`config.mk`:
```
export PLATFORM = sky130hd
export DESIGN_NAME = mul_acc_stream
export DESIGN_NICKNAME = d
export VERILOG_FILES = /design/src/rtl/mul_acc_stream.sv
export SDC_FILE = /design/constraint.sdc
export NUM_CORES = 1
export LEC_CHECK = 0
export CAP_MARGIN = 20
export CORE_ASPECT_RATIO = 1.5
export CORE_MARGIN = 3
export CORE_UTILIZATION = 54
export CTS_BUF_LIST = sky130_fd_sc_hd__clkbuf_8
export DETAILED_ROUTE_END_ITERATION = 8
export PLACE_DENSITY = 0.72
export SYNTH_ARGS = -nofsm -noshare
export SYNTH_HDL_FRONTEND = slang
export SYNTH_SLANG_ARGS = --single-unit
```
`constraint.sdc`:
```
create_clock -name iCLK -period 8.06 [get_ports iCLK]
set_input_delay 1.612 -clock iCLK [delete_from_list [all_inputs] [get_ports iCLK]]
set_output_delay 1.612 -clock iCLK [all_outputs]
set_load 0.05 [all_outputs]
```
`src/rtl/mul_acc_stream.sv`:
```
// Streaming multiply-accumulate dot-product engine: LANES products per beat,
// summed by an adder tree and accumulated over BEATS beats into one result.
module mul_acc_stream #(
  parameter int    WIDTH0 = 8,
  parameter int    WIDTH1 = 8,
  parameter int    LANES  = 4,
  parameter int    BEATS  = 2,
  parameter string SIGNED = "yes",
  parameter int    ACCW   = WIDTH0 + WIDTH1 + $clog2(LANES * BEATS)
) (
  input  logic                     iCLK,
  input  logic                     iRST,
  input  logic                     iValid_AS0,
  output logic                     oReady_AS0,
  input  logic [LANES*WIDTH0-1:0]  iData_AS0,
  input  logic                     iValid_AS1,
  output logic                     oReady_AS1,
  input  logic [LANES*WIDTH1-1:0]  iData_AS1,
  output logic                     oValid_BM,
  input  logic                     iReady_BM,
  output logic [ACCW-1:0]          oData_BM
);

  localparam bit SGN = (SIGNED == "yes");
  localparam int CW  = (BEATS > 1) ? $clog2(BEATS) : 1;

  function automatic logic signed [ACCW-1:0] ext0(input logic [WIDTH0-1:0] v);
    if (SGN) return ACCW'($signed(v));
    else     return ACCW'(v);
  endfunction

  function automatic logic signed [ACCW-1:0] ext1(input logic [WIDTH1-1:0] v);
    if (SGN) return ACCW'($signed(v));
    else     return ACCW'(v);
  endfunction

  logic [CW-1:0]           cnt;
  logic                    vld_p0;
  logic                    last_p0;
  logic signed [ACCW-1:0]  prod_p0 [LANES];
  logic signed [ACCW-1:0]  acc;
  logic                    first;
  logic signed [ACCW-1:0]  o_data;
  logic                    o_vld;

  logic                    rdy;
  logic                    fire;
  logic                    acc_adv;
  logic                    is_last_beat;
  logic signed [ACCW-1:0]  tree;
  logic signed [ACCW-1:0]  sum;

  // A stalled last beat only blocks when the held result is not being taken.
  assign acc_adv      = vld_p0 && (!last_p0 || !o_vld || iReady_BM);
  assign rdy          = !vld_p0 || acc_adv;
  assign fire         = iValid_AS0 && iValid_AS1 && rdy;
  assign is_last_beat = (cnt == CW'(BEATS - 1));

  assign oReady_AS0 = rdy;
  assign oReady_AS1 = rdy;
  assign oValid_BM  = o_vld;
  assign oData_BM   = o_data;

  // Stage P: lane-wise products; data path carries no reset.
  always_ff @(posedge iCLK) begin
    if (fire) begin
      for (int i = 0; i < LANES; i++) begin
        prod_p0[i] <= ext0(iData_AS0[i*WIDTH0 +: WIDTH0]) * ext1(iData_AS1[i*WIDTH1 +: WIDTH1]);
      end
    end
  end

  always_comb begin
    tree = '0;
    for (int i = 0; i < LANES; i++) begin
      tree = tree + prod_p0[i];
    end
    sum = (first ? ACCW'(0) : acc) + tree;
  end

  // Stage A: accumulate and publish on the last beat.
  always_ff @(posedge iCLK or negedge iRST) begin
    if (!iRST) begin
      cnt     <= '0;
      vld_p0  <= 1'b0;
      last_p0 <= 1'b0;
      acc     <= '0;
      first   <= 1'b1;
      o_data  <= '0;
      o_vld   <= 1'b0;
    end else begin
      if (fire) begin
        vld_p0  <= 1'b1;
        last_p0 <= is_last_beat;
        cnt     <= is_last_beat ? '0 : cnt + 1'b1;
      end else if (acc_adv) begin
        vld_p0  <= 1'b0;
      end

      if (acc_adv) begin
        if (last_p0) begin
          o_data <= sum;
          first  <= 1'b1;
        end else begin
          acc    <= sum;
          first  <= 1'b0;
        end
      end

      if (acc_adv && last_p0)       o_vld <= 1'b1;
      else if (o_vld && iReady_BM)  o_vld <= 1'b0;
    end
  end

endmodule
```
* Word level (Yosys, flattened, before mapping) *
Memories as Yosys holds them, arrays and structs flattened.
Index checks and enable logic that the tools add are counted.

storage, ports and cells
  flip-flop bits (word level) = 43
  bits in latches = 0
  memory bits (writable) = 76
  bits in read-only memories = 0
  input bits = 69
  word-level logic and storage cells = 50
  memories kept = 1

memory list
  name     depth  bits a word  read ports  clocked after Yosys merged registers in  write ports  RTL line  source
  prod_p0  4      19           4           0                                        4            40        logic signed [ACCW-1:0] prod_p0 [LANES];

operators by class
  $add $sub $neg = 5
  $mul = 4
  div/mod/pow operators = 0
  order comparisons = 0
  equality and inequality tests = 0
  shifts and indexed selects = 0
  multiplexer cells = 17
  bitwise logic cells = 1
  reduce and logical (&&, ||, !) cells = 15

operator list
  operator                                        number
  19-bit two-way mux                              9
  19-bit adder                                    4
  19-bit by 19-bit multiplier with 19-bit output  4
  1-bit two-way mux                               8
  1-bit logical AND                               5
  2-bit AND reduction                             2
  2-bit nonzero test                              2
  1-bit zero test                                 3
  1-bit logical OR                                3
  1-bit adder, second input constant              1
  1-bit NOT                                       1

* Logic depth before layout (Yosys ltp) *
  depth in word-level cells = 8
  depth in mapped cells = 23
  depth with buffers taken out = 22

* Worst setup path before layout *
Ideal clock, no wire load.

  path type = input port to flip-flop
  start point = in iData_AS0[31]
  end point = mem prod_p0[3][18] (netlist name), data pin
  library setup time = 0.260 ns
  arrival time = 6.736 ns
  data required time = 7.800 ns
  setup slack = 1.064 ns
  cell stages on the path = 20
  buffers on the path = 2
  path through = clkbuf_1 nand2_1 fa_1 clkbuf_1 xnor2_1 ha_1 a21o_1 fa_1 inv_1 fa_1 inv_1 fa_1 fa_1 ha_1 ha_1 a21oi_1 o21ai_0 a311oi_1 nor3_1 xnor2_1

RTL lines
  what                RTL line  source
  start: declaration  15        input logic [LANES*WIDTH0-1:0] iData_AS0,
  end: declaration    40

==> results.toml <==
[clock_network]
clkLatencyLatePin_ns = 0.46
htree_levels = 4
cts_root_buffer = "clkbuf_8"
hold_buffers = 0
path_clk_slew_ns = 0.08
postCtsSetupRepairBufs = 0
cts_buffer_depth = 2
cts_resized = 0
cts_buffers = 17
cts_tree = "done"
clock_sinks = 119

[worst_setup_path]
rrSetupSlack_ns = 3.21
crit_fanout = 10
worst_ep_required_time_ns = 8.26
end_kind = "register"
critPathKind = "input pin to register"
worstSetupStartpointType = "input pin"
crit_arrival_ns = 7.50

[synth]
syn_area_per_cell_um2 = 10.3
synth_cells = 2186
synth-edff-count = 76
synth-seq-cells = 119
synth-async-reset-ratio = 0.361
synth_warnings = 0
ys_seq_area_frac = 0.149
synth_ff_type = "edfxtp_1"
syn-num-nets = 2984
ys_types = 58
syn_area_um2 = 22600

[floorplanning]
fp-row-count = 91
pin_count = 91
core_area_um2 = 41200
chipHeight_um = 257
start_util = 0.549
die_area_um2 = 44400
fp.dieW_um = 173

[final_layout]
multi_input_area_um2 = 17400
final_common_cell = "inv_1"
layout.nets = 3053
n_antenna_cell = 0
n_fill_cell = 3530
areaGrowthSynthToFinish_pct = 8.10
seqCellArea_um2 = 3360
layout-drive-gt1-share = 0.0243
layout_common_cells = "444 x inv_1, 408 x fa_1, 321 x ha_1, 182 x and2_1, 177 x nand2_1"

[grt]
gr-total-overflow = 0
grt_max_degree = 79
grt_pass1_wl_um = 84300
antenna_found_initial = 0
grt_pass1_vias = 16903
grt.total_usage = 0.236

[place]
dp_slack_ns = 0.277
place_congestion = 0.910
dp_hpwl_um = 42600
io_buffers = 90

[sta]
max_slew_margin = 0.316
whs_ns = 0.466
fmax_mhz = 137
min_period_ns = 7.30
worst_slew_pin_slew_ns = 1.03
finalSetupTns_ns = 0
setup_viol = 0
rsz0062_at_grt = "false"
finClkSkew_ns = 0.0177
hold_violations = 0
finalCritPeriodShare = 0.906
maxSlewViolCount = 0
fin_ws_ns = 0.757

[detailed_routing]
drtIter0Drc = 588
viasPerCell = 5.28
drt_first_pass_iters = 4
vias = 14912
ant_nets = 0
drt-wirelength-per-cell_um = 17.4
drt_wl_total_um = 49100
drc = 0

[run_status]
outcome = "finished, final reports clean"

[min_path]
hp-class = "register to register"

[job]
cap_viol_max_count = 0
final timing paths:
kind,from,endpoint,cells after the start
max in group asynchronous,iRST,acc[6]$_DFFE_PN0P_,1
worst min-delay path,cnt$_DFFE_PN0P_,cnt$_DFFE_PN0P_,1
min in group asynchronous,iRST,oData_BM[12]$_DFFE_PN0P_,1
worst max register to register,first$_DFFE_PN1P_,oData_BM[15]$_DFFE_PN0P_,15
worst max-delay path,iData_AS0[31],prod_p0[3][18]$_DFFE_PP_,19
worst min register to register,cnt$_DFFE_PN0P_,cnt$_DFFE_PN0P_,1
cells in the mapped netlist, drive strengths merged (24+ instances only):
master  count  area (um^2)
inv       443         1660
fa        408         8170
ha        321         4020
and2      182         1140
nand2     177          664
xnor2     105          920
edfxtp     76         2280
o21ai      49          245
xor2       47          412
a21oi      44          220
clkbuf     42          158
dfrtp      42         1050
nor2       36          135
a21o       25          188
nor2b      24          150
through the flow:
step            util  area, um^2  cells
2_1_floorplan      -       22600   2186
3_3_place_gp   0.584       24100   2794
3_5_place_dp   0.584       24100   2794
4_1_cts        0.593       24400   2826
5_1_grt        0.593       24400   2826
6_report       0.593       24400   2826
per-layer routing:
layer | up-vias | routed length [um] | GRT usage
li1 | 6987 | - | -
met1 | 7540 | 17800 | 0.261
met2 | 270 | 27800 | 0.456
met3 | 115 | 993 | 0.0178
met4 | 0 | 2500 | 0.108
met5 | - | 0 | 0
cell type report:
| cell class | instances | share of cell area |
|---|---|---|
| flip-flops and latches | 119 | 0.137 |
| repair buffers | 96 | 0.0385 |
| well taps | 558 | 0.0286 |
| clock buffers | 17 | 0.00957 |
| clock inverters | 15 | 0.00589 |
| inverters | 443 | 0.0680 |
| multi-input cells | 1578 | 0.712 |
cell families (layout without fill, tap and decap cells):
group | count (synthesis) | in the layout | share of synthesized area
adders and majority gates | 729 | 729 | 0.539
buffers and inverters | 489 | 571 | 0.0821
xor gates and xnor gates | 152 | 152 | 0.0589
muxes | 3 | 3 | 0.00144
DFF | 119 | 119 | 0.149
and+or+nand+nor | 497 | 497 | 0.113
AOI/OAI and AO/OA | 197 | 197 | 0.0573
flip-flops by register name (all words and copies together) (netlist names):
name	count
acc	19
cnt	1
first	1
last_p0	1
oData_BM	19
oValid_BM	1
prod_p0	76
vld_p0	1
worst max-delay path, cell delays in order:
cell and delay [ns]:
clkdlybuf4s50_1 0.59, nand2_1 0.20, inv_1 0.13, fa_1 0.64
inv_1 0.10, fa_1 0.53, fa_1 0.44, fa_1 0.50
fa_1 0.55, inv_1 0.05, fa_1 0.43, ha_1 0.28
ha_1 0.36, a21o_1 0.20, a21oi_1 0.18, o21ai_0 0.15
a311oi_1 0.30, nor3_1 0.11, xnor2_1 0.13
Power is left out: the tool's default activity adds up to more than one toggle a clock period on the data nets, which glitch-free logic cannot reach.
